**config.mk**
```make
export PLATFORM = sky130hd
export DESIGN_NAME = idex_fwd_stage
export DESIGN_NICKNAME = d
export VERILOG_FILES = /design/src/rtl/idex_fwd_stage.sv
export SDC_FILE = /design/constraint.sdc
export NUM_CORES = 1
export LEC_CHECK = 0
export ABC_AREA = 1
export BUFFER_PORTS_ARGS = -buffer_cell sky130_fd_sc_hd__buf_2
export CAP_MARGIN = 0
export CORE_MARGIN = 2
export CORE_UTILIZATION = 50
export CTS_BUF_LIST = sky130_fd_sc_hd__clkbuf_4 sky130_fd_sc_hd__clkbuf_8
export DETAILED_ROUTE_END_ITERATION = 12
export HOLD_SLACK_MARGIN = 0.12
export PLACE_DENSITY_LB_ADDON = 0.15
export SKIP_LAST_GASP = 1
export SYNTH_ARGS = -nofsm -noshare
export SYNTH_HDL_FRONTEND = slang
export SYNTH_SLANG_ARGS = --single-unit
```
**constraint.sdc**
```tcl
create_clock -name clk -period 3.1 [get_ports clk]
set_input_delay 0.155 -clock clk [delete_from_list [all_inputs] [get_ports clk]]
set_output_delay 0.155 -clock clk [all_outputs]
set_load 0.01 [all_outputs]
```
**src/rtl/idex_fwd_stage.sv**
```systemverilog
// ID/EX pipeline register with operand forwarding, load-use hazard
// detection and a saturating bubble counter.
module idex_fwd_stage #(
    parameter int DATA_WIDTH = 32,
    parameter int RA_W       = 4
) (
    input  logic                  clk,
    input  logic                  reset,

    input  logic                  id_valid,
    input  logic [RA_W-1:0]       id_rs1_addr,
    input  logic [RA_W-1:0]       id_rs2_addr,
    input  logic [DATA_WIDTH-1:0] id_rs1_data,
    input  logic [DATA_WIDTH-1:0] id_rs2_data,
    input  logic [DATA_WIDTH-1:0] id_imm,
    input  logic                  id_use_imm,
    input  logic [3:0]            id_aluctrl,
    input  logic [RA_W-1:0]       id_rd_addr,
    input  logic                  id_rd_we,
    input  logic                  id_mem_rd,
    input  logic                  id_mem_wr,

    input  logic                  stall_in,
    input  logic                  flush,

    input  logic                  mem_fwd_we,
    input  logic [RA_W-1:0]       mem_fwd_addr,
    input  logic [DATA_WIDTH-1:0] mem_fwd_data,
    input  logic                  wb_fwd_we,
    input  logic [RA_W-1:0]       wb_fwd_addr,
    input  logic [DATA_WIDTH-1:0] wb_fwd_data,

    output logic [DATA_WIDTH-1:0] ex_A,
    output logic [DATA_WIDTH-1:0] ex_B,
    output logic [DATA_WIDTH-1:0] ex_store_data,
    output logic [3:0]            ex_aluctrl,
    output logic                  ex_valid,
    output logic                  ex_rd_we,
    output logic                  ex_mem_rd,
    output logic                  ex_mem_wr,
    output logic [RA_W-1:0]       ex_rd_addr,
    output logic                  load_use_stall,
    output logic [15:0]           bubble_cnt
);

    // What the EX registers do on the coming edge (reset aside).
    typedef enum logic [1:0] {
        ACT_LOAD,        // capture the ID instruction
        ACT_HOLD,        // keep everything as is
        ACT_BUBBLE,      // empty slot, not counted (no instruction in ID)
        ACT_BUBBLE_CNT   // inserted bubble: flush or load-use
    } ex_act_t;

    ex_act_t               act;

    logic [RA_W-1:0]       rs1_addr_q;
    logic [RA_W-1:0]       rs2_addr_q;
    logic [DATA_WIDTH-1:0] rs1_data_q;
    logic [DATA_WIDTH-1:0] rs2_data_q;
    logic [DATA_WIDTH-1:0] imm_q;
    logic                  use_imm_q;

    logic [DATA_WIDTH-1:0] rs1_fwd;
    logic [DATA_WIDTH-1:0] rs2_fwd;

    // Load in EX whose destination is read by the instruction in ID.
    // rs2 only matters when it is actually consumed: as ALU B or as store data.
    always_comb begin
        load_use_stall = 1'b0;
        if (ex_valid && ex_mem_rd && id_valid) begin
            if (ex_rd_addr == id_rs1_addr) begin
                load_use_stall = 1'b1;
            end else if ((ex_rd_addr == id_rs2_addr) && (!id_use_imm || id_mem_wr)) begin
                load_use_stall = 1'b1;
            end
        end
    end

    // Edge action priority: flush, then downstream stall, then load-use, then load.
    always_comb begin
        act = ACT_LOAD;
        if (flush) begin
            act = ACT_BUBBLE_CNT;
        end else if (stall_in) begin
            act = ACT_HOLD;
        end else if (load_use_stall) begin
            act = ACT_BUBBLE_CNT;
        end else if (!id_valid) begin
            act = ACT_BUBBLE;
        end
    end

    // EX control registers; bubbles clear every control bit.
    always_ff @(posedge clk) begin
        if (reset) begin
            ex_valid   <= 1'b0;
            ex_aluctrl <= '0;
            ex_rd_we   <= 1'b0;
            ex_mem_rd  <= 1'b0;
            ex_mem_wr  <= 1'b0;
            ex_rd_addr <= '0;
        end else begin
            case (act)
                ACT_LOAD: begin
                    ex_valid   <= 1'b1;
                    ex_aluctrl <= id_aluctrl;
                    ex_rd_we   <= id_rd_we;
                    ex_mem_rd  <= id_mem_rd;
                    ex_mem_wr  <= id_mem_wr;
                    ex_rd_addr <= id_rd_addr;
                end
                ACT_HOLD: begin
                    ex_valid   <= ex_valid;
                    ex_aluctrl <= ex_aluctrl;
                    ex_rd_we   <= ex_rd_we;
                    ex_mem_rd  <= ex_mem_rd;
                    ex_mem_wr  <= ex_mem_wr;
                    ex_rd_addr <= ex_rd_addr;
                end
                default: begin
                    ex_valid   <= 1'b0;
                    ex_aluctrl <= '0;
                    ex_rd_we   <= 1'b0;
                    ex_mem_rd  <= 1'b0;
                    ex_mem_wr  <= 1'b0;
                    ex_rd_addr <= '0;
                end
            endcase
        end
    end

    // EX operand registers; contents of a bubble are masked at the outputs,
    // so they are simply cleared.
    always_ff @(posedge clk) begin
        if (reset) begin
            rs1_addr_q <= '0;
            rs2_addr_q <= '0;
            rs1_data_q <= '0;
            rs2_data_q <= '0;
            imm_q      <= '0;
            use_imm_q  <= 1'b0;
        end else begin
            case (act)
                ACT_LOAD: begin
                    rs1_addr_q <= id_rs1_addr;
                    rs2_addr_q <= id_rs2_addr;
                    rs1_data_q <= id_rs1_data;
                    rs2_data_q <= id_rs2_data;
                    imm_q      <= id_imm;
                    use_imm_q  <= id_use_imm;
                end
                ACT_HOLD: begin
                    rs1_addr_q <= rs1_addr_q;
                    rs2_addr_q <= rs2_addr_q;
                    rs1_data_q <= rs1_data_q;
                    rs2_data_q <= rs2_data_q;
                    imm_q      <= imm_q;
                    use_imm_q  <= use_imm_q;
                end
                default: begin
                    rs1_addr_q <= '0;
                    rs2_addr_q <= '0;
                    rs1_data_q <= '0;
                    rs2_data_q <= '0;
                    imm_q      <= '0;
                    use_imm_q  <= 1'b0;
                end
            endcase
        end
    end

    // Saturating count of bubbles inserted by flush or load-use.
    always_ff @(posedge clk) begin
        if (reset) begin
            bubble_cnt <= '0;
        end else if ((act == ACT_BUBBLE_CNT) && (bubble_cnt != 16'hFFFF)) begin
            bubble_cnt <= bubble_cnt + 16'd1;
        end
    end

    // Forwarding: the younger EX/MEM result wins over MEM/WB, else register file.
    always_comb begin
        rs1_fwd = rs1_data_q;
        if (mem_fwd_we && (mem_fwd_addr == rs1_addr_q)) begin
            rs1_fwd = mem_fwd_data;
        end else if (wb_fwd_we && (wb_fwd_addr == rs1_addr_q)) begin
            rs1_fwd = wb_fwd_data;
        end

        rs2_fwd = rs2_data_q;
        if (mem_fwd_we && (mem_fwd_addr == rs2_addr_q)) begin
            rs2_fwd = mem_fwd_data;
        end else if (wb_fwd_we && (wb_fwd_addr == rs2_addr_q)) begin
            rs2_fwd = wb_fwd_data;
        end
    end

    // Operand outputs, forced to zero for an empty slot so a NOP ALU yields 0.
    always_comb begin
        ex_A          = '0;
        ex_B          = '0;
        ex_store_data = '0;
        if (ex_valid) begin
            ex_A          = rs1_fwd;
            ex_B          = use_imm_q ? imm_q : rs2_fwd;
            ex_store_data = rs2_fwd;
        end
    end

endmodule

```
==> results of run 1 <==
## cell usage in the layout (no fill, tap or decap), drive strengths merged, types with 13 or more instances in the layout
cell | synthesis | routed
buf | 45 | 338
nand2 | 333 | 333
a21oi | 167 | 167
inv | 165 | 165
nor2 | 156 | 156
dfxtp | 133 | 133
nand4 | 118 | 118
dlygate4sd3 | 0 | 116
o211ai | 63 | 63
nand3 | 61 | 61
clkbuf | 60 | 20
xor2 | 13 | 13
## registers in the layout (all words and copies together), names as in the netlist
signal / flops
bubble_cnt: 16
ex_aluctrl: 4
ex_mem_rd: 1
ex_mem_wr: 1
ex_rd_addr: 4
ex_rd_we: 1
ex_valid: 1
imm_q: 32
rs1_addr_q: 4
rs1_data_q: 32
rs2_addr_q: 4
rs2_data_q: 32
use_imm_q: 1
## metal layers
layer  up-vias  global-route usage, %  share of wire [%]
met5         -                      0                  0
met4         0                   14.7                3.6
met3        83                   5.78                8.4
met2       570                   56.9                 48
met1      4860                   44.3                 40
li1       5147                      -                  -
## how the worst max path moves through the flow
stage                                 endpoint                       start  slack [ps]
finish                                ex_A[13]  rs1_addr_q[0]$_SDFFE_PP0P_         290
floorplan           bubble_cnt[7]$_SDFFE_PP0P_  bubble_cnt[0]$_SDFFE_PP0P_        1410
detailed placement                     ex_A[8]  rs1_addr_q[3]$_SDFFE_PP0P_         670
CTS                                    ex_A[8]  rs1_addr_q[3]$_SDFFE_PP0P_         170
global route                           ex_A[0]  rs1_addr_q[0]$_SDFFE_PP0P_          70
global placement                      ex_A[10]  rs1_addr_q[1]$_SDFFE_PP0P_         680
## area by class of cell
class,instances,area (um^2),area share [%]
Timing Repair Buffer,454,2950,25.2
Tap cell,220,275,2.35
Inverter,166,627,5.35
Clock buffer,20,269,2.29
Antenna cell,2,5.00,0.0427
Clock inverter,12,273,2.33
Multi-Input combinational cell,936,4660,39.7
Sequential cell,133,2660,22.7
## power by group
| part | internal [W] | switching (W) |
|---|---|---|
| Combinational | 0.000299 | 0.000367 |
| Sequential | 0.00174 | 0.0000213 |
| Clock | 0.00126 | 0.000707 |
## cell families (layout without fill, tap and decap cells)
group,Yosys count,in the layout,synth area share [%]
AO/OA/AOI/OAI,242,242,17.0
XOR/XNOR,18,18,1.88
adder cells (fa/ha/maj),1,1,0.149
buffers and inverters,273,652,13.2
flip-flops,133,133,31.7
other,0,2,0
AND/OR/NAND/NOR,675,675,36.1
## metrics by stage
step           setup slack (ps)  utilization (%)  cell area (um^2)
2_1_floorplan              1410                -              8390
3_3_place_gp                677             60.8             10000
3_5_place_dp                670             60.8             10000
4_1_cts                     170             71.1             11700
5_1_grt                    68.8             71.2             11700
6_report                    290             71.2             11700
## tightest hold or removal path, stage by stage
cell and delay (ps):
buf_2 140, inv_1 120, a21oi_1 80, nor2_1 80, nor2_1 40
## what timing repair did
action / 4_1_cts / 5_1_grt
setup buffers: 0 / 0
hold buffers: 116 / 0
resized for setup: 0 / 1
hold endpoints to repair: 116 / 0
setup endpoints to repair: 0 / 6
==> reports/qor.yml, run 1 <==
route:
  firstDrtPassIters: 5
  drt_iter0_drc: 984
  drt.antenna.violating_nets: 0
  wl_per_cell_um: 16.3
  drt-total-wl_um: 31700
  viasPerCell: 5.49
  drc: 0
  vias: 10700
run_status:
  status: "finished, final reports clean"
floorplanning:
  design.core.area_um2: 16500
  std_cell_rows: 47
  start_util_pct: 51.0
  die_area_um2: 17800
  die_y_um: 134
  fp.dieW_um: 134
  io_pins: 320
clock_tree:
  clock_latency_ps: 460
  clk_transition_reported_paths_ps: 80
  cts.path.max_buffers: 2
  cts_tree: "built"
  cts.sinks: 133
  htreeDepth: 4
  numCtsBuffers: 17
  clockRootBuffer: "clkbuf_8"
cells_and_area:
  fillCellCount: 1463
  instances_no_fill: 1943
  areaGrowthSynthToFinish_pct: 39.7
  drive_gt1_share_pct: 24.3
  final_nets: 1904
hold_path:
  holdPathStages: 5
  min_to: "bubble_cnt[12]$_SDFFE_PP0P_"
  worstHoldStart: "flush"
  hold_class: "input port to flop"
yosys:
  synth_top_area_share_pct: 31.7
  synth_most_common_cell: "nand2_1"
  syn_area_um2: 8390
  synthTopCellsByCount: "nand2_1, a21oi_1, inv_1, nor2_1, dfxtp_1"
  ys_ff_latch: 133
  avgSynthCellArea_um2: 6.25
  ys.flop_type: "dfxtp_1"
  synth_edf_count: 0
  synth_cell_types: 34
  synthCells: 1342
  synth_fp_nets: 1538
  synthArstFlopShare_pct: 0
  synthTopCellsByArea: "dfxtp_1, nand2_1, a21oi_1"
  yosysWarnings: 0
  ys_seq_area_share_pct: 31.7
  synth.largest_area_cell: "dfxtp_1"
global_route:
  grt_pass1_vias: 9554
  grt_overflow: 0
  grtUsageTotal_pct: 34.3
  grt_start_max_net_pins: 118
  antenna_found_initial: 2
  grt_pass1_wl_um: 49500
critical_path:
  critPathRequiredTime_ps: 2940
  regToRegSetupSlack_ps: 1070
  r2r-end: "rs2_data_q[4]$_SDFFE_PP0P_"
  end_kind: "output port"
  cpPeakStageDelay_ps: 560
  crit_chain: "inv_2, o21ai_0, a221oi_1, nand3_2, buf_4, nor2_1, nor2_1, nand2_1, inv_1, buf_2"
  reg2reg_depth: 8
  crit_path_frequent_cell: "nor2_1"
  cp_num_cells: 10
  crit_family: "simple AND/OR/NAND/NOR gates"
  cp_max_fo: 28
  cp_num_buf_inv: 4
  critPathKind: "flop to output port"
  slowest_stage: "nand3_2"
  start_kind: "flop"
  r2r_start: "ex_rd_addr[0]$_SDFFE_PP0P_"
  crit_arrival_ps: 2650
timing:
  final-hold-violation-count: 0
  setup-tns-final_ps: 0
  rsz0062_at_grt: "false"
  hold_ws_ps: 193
  finalClockSkew_ps: 13.0
  setup_violations: 0
  fmaxAchievable_mhz: 356
  slew_headroom_pct: 53.6
  final_max_slew_viol_count: 0
  fin_crit_ps: 2810
  fin_crit_sh_pct: 90.6
  worst_slew_pin_slew_ps: 696
flow_run:
  drv_cap: 0
pwr:
  p_leak_nw: 5.89
  finalPower_w: 0.00439
  irDropWorstVdd_mv: 0.291
  power.density_nw_per_um2: 374
placed_design:
  place_hpwl_um: 21200
  gp_congestion: 0.949
  place_inst: 1793
  io_buffers: 319
No activity file was read; power rests on OpenSTA's default activity.
==> inputs of run 2 (changes only) <==
--- a/config.mk
+++ b/config.mk
@@ -8,12 +8,13 @@
 export ABC_AREA = 1
 export BUFFER_PORTS_ARGS = -buffer_cell sky130_fd_sc_hd__buf_2
 export CAP_MARGIN = 0
+export CORE_ASPECT_RATIO = 1.5
 export CORE_MARGIN = 2
 export CORE_UTILIZATION = 50
 export CTS_BUF_LIST = sky130_fd_sc_hd__clkbuf_4 sky130_fd_sc_hd__clkbuf_8
 export DETAILED_ROUTE_END_ITERATION = 12
 export HOLD_SLACK_MARGIN = 0.12
-export PLACE_DENSITY_LB_ADDON = 0.15
+export PLACE_DENSITY_LB_ADDON = 0.2
 export SKIP_LAST_GASP = 1
 export SYNTH_ARGS = -nofsm -noshare
 export SYNTH_HDL_FRONTEND = slang
==> reports/qor.yml, run 2 (synthesized netlist as in run 1, its figures left out) <==
pwr:
  p_leak_nw: 5.85  # -0.67%
  irDropWorstVdd_mv: 0.264  # -9.2%
  power.density_nw_per_um2: 334  # -11%
timing:
  finalClockSkew_ps: 23.8  # +10.8 ps
  hold_ws_ps: 147  # -46.1 ps
  setup_violations: 0  # unchanged
  fmaxAchievable_mhz: 361  # +1.5%
  fin_crit_ps: 2770  # -41.2 ps
  worst_slew_pin_slew_ps: 783  # +86.4 ps
  slew_headroom_pct: 47.8  # -5.8 points
  setup-tns-final_ps: 0  # unchanged
  rsz0062_at_grt: "false"
  final-hold-violation-count: 0  # unchanged
  fin_crit_sh_pct: 89.3  # -1.3 points
  final_max_slew_viol_count: 0  # unchanged
critical_path:
  r2r_start: "ex_rd_addr[0]$_SDFFE_PP0P_"
  cpPeakStageDelay_ps: 460  # -100 ps
  regToRegSetupSlack_ps: 420  # -650 ps
  slowest_stage: "nand3_2"
  cp_num_buf_inv: 2  # -2
  critPathRequiredTime_ps: 2940  # about the same
  r2r-end: "ex_aluctrl[2]$_SDFFE_PP0P_"
  crit_family: "simple AND/OR/NAND/NOR gates"
  critPathKind: "flop to output port"
  crit_chain: "xor2_1, nor2_1, nand3_2, buf_12, nand2_1, o211ai_1, a21oi_1, buf_2"
  end_kind: "output port"
  cp_max_fo: 39  # +39%
  crit_arrival_ps: 2610  # -40 ps
  reg2reg_depth: 9  # +1
  start_kind: "flop"
run_status:
  status: "finished, final reports clean"
placed_design:
  gp_congestion: 1.01  # +6.5%
  placed_area_um2: 9970  # -0.39%
  place_inst: 1778  # -0.84%
  place_hpwl_um: 20800  # -2.0%
  io_buffers: 319  # unchanged
flow_run:
  drv_cap: 0  # unchanged
cells_and_area:
  reg.largest.list: "imm_q: 32 flops, rs1_data_q: 32 flops, rs2_data_q: 32 flops"
  fillCellCount: 1468  # +0.34%
  areaGrowthSynthToFinish_pct: 38.4
  mostFrequentLayoutCells: "nand2_1, buf_2, a21oi_1"
  final_common_cell: "nand2_1"
  stdcell_area_um2: 11600  # -0.94%
  drive_gt1_share_pct: 24.0  # -0.33 points
  instances_no_fill: 1942  # -0.051%
  final_core_util_pct: 69.9  # -1.3 points
  final_nets: 1907  # +0.16%
clock_tree:
  clock_latency_ps: 450  # about the same
  cts_tree: "built"
  cts.sinks: 133  # unchanged
  htreeDepth: 4  # unchanged
  cts.path.max_buffers: 2  # unchanged
  clk_transition_reported_paths_ps: 100  # +20 ps
  numCtsBuffers: 17  # unchanged
  clockRootBuffer: "clkbuf_8"
route:
  drt.antenna.violating_nets: 0  # unchanged
  drc: 0  # unchanged
  vias: 10800  # +1.0%
  viasPerCell: 5.55  # +1.1%
  firstDrtPassIters: 6  # +1
  wl_per_cell_um: 16.6  # +2.0%
  drt_iter0_drc: 1083  # +10%
  drt-total-wl_um: 32300  # +1.9%
hold_path:
  hold_class: "input port to flop"
  min_to: "ex_aluctrl[1]$_SDFFE_PP0P_"
  holdPathStages: 4  # -1
  worstHoldStart: "flush"
global_route:
  grt_overflow: 0  # unchanged
  grtUsageTotal_pct: 35.0  # +0.64 points
  grt_pass1_vias: 9845  # +3.0%
  grt_start_max_net_pins: 109  # -7.6%
  antenna_found_initial: 8  # +6
  grt_pass1_wl_um: 49400  # -0.19%
floorplanning:
  die_area_um2: 17900  # +0.12%
  start_util_pct: 50.5  # -0.47 points
  die_y_um: 163  # +22%
  std_cell_rows: 58  # +23%
  design.core.area_um2: 16600  # +0.93%
  io_pins: 320  # unchanged
  fp.dieW_um: 110  # -18%
## run 2: changes by cell type in the layout (fill, tap and decap cells not counted), sizes merged
cell and change:
buf -5, clkbuf -2, diode +6, clkinvlp +2
inv +7, bufinv -7, dlygate4sd3 +8
## run 2: cell type report
cell class | count | area (um^2) | share of cell area (%)
antenna | 8 | 20.0 | 0.172
clock buffer | 18 | 241 | 2.08
clock inverter | 14 | 141 | 1.22
inverter | 166 | 626 | 5.39
multi-input combinational | 936 | 4650 | 40.0
sequential | 133 | 2660 | 22.9
tap | 210 | 263 | 2.26
timing repair buffer | 457 | 3010 | 25.9
## run 2: timing repair
| action | in CTS | in global routing |
|---|---|---|
| hold buffers | 124 | 0 |
| gates resized for setup | 0 | 0 |
| buffers inserted | 0 | 0 |
| endpoints found under the hold margin | 116 | 0 |
## run 2: where the power goes
part	internal (W)	switching, W	total [W]
registers	0.00174	0.0000210	0.00176
logic	0.000298	0.000373	0.000671
clock network	0.000664	0.000779	0.00144
## run 2: per-stage QoR
stage,setup WS [ps],power (W)
after floorplan,1410,0.00208
after global placement,868,0.00233
after detailed placement,850,0.00233
after CTS,330,0.00387
after global routing,116,0.00402
final,332,0.00387
## run 2: layer usage
layer	GRT usage (%)	share of wire (%)	up-vias
met5	0	0	-
met4	17.8	5.0	0
met3	6.88	8.2	110
met2	57.2	47	628
met1	43.2	39	4870
li1	-	-	5162
## run 2: worst max-delay path by stage
stage	slack, ps	end	start	cells after the start
final	330	ex_store_data[21]	rs2_addr_q[2]$_SDFFE_PP0P_	8
after detailed placement	850	ex_B[22]	rs2_addr_q[2]$_SDFFE_PP0P_	9
after global placement	870	ex_A[14]	rs1_addr_q[1]$_SDFFE_PP0P_	9
after CTS	330	ex_B[22]	rs2_addr_q[2]$_SDFFE_PP0P_	9
after global routing	120	ex_B[12]	rs2_addr_q[0]$_SDFFE_PP0P_	11
after floorplan	1410	bubble_cnt[7]$_SDFFE_PP0P_	bubble_cnt[0]$_SDFFE_PP0P_	10
## run 2: worst register-to-register path, stage by stage, from the launching register on
cell and delay [ps]:
dfxtp_1 440, xor2_1 170, nor2_1 70, nand2_1 80, nand2_2 100, nand2_4 280, buf_12 400, nand4_1 230
a21oi_1 240, dlygate4sd3_1 610
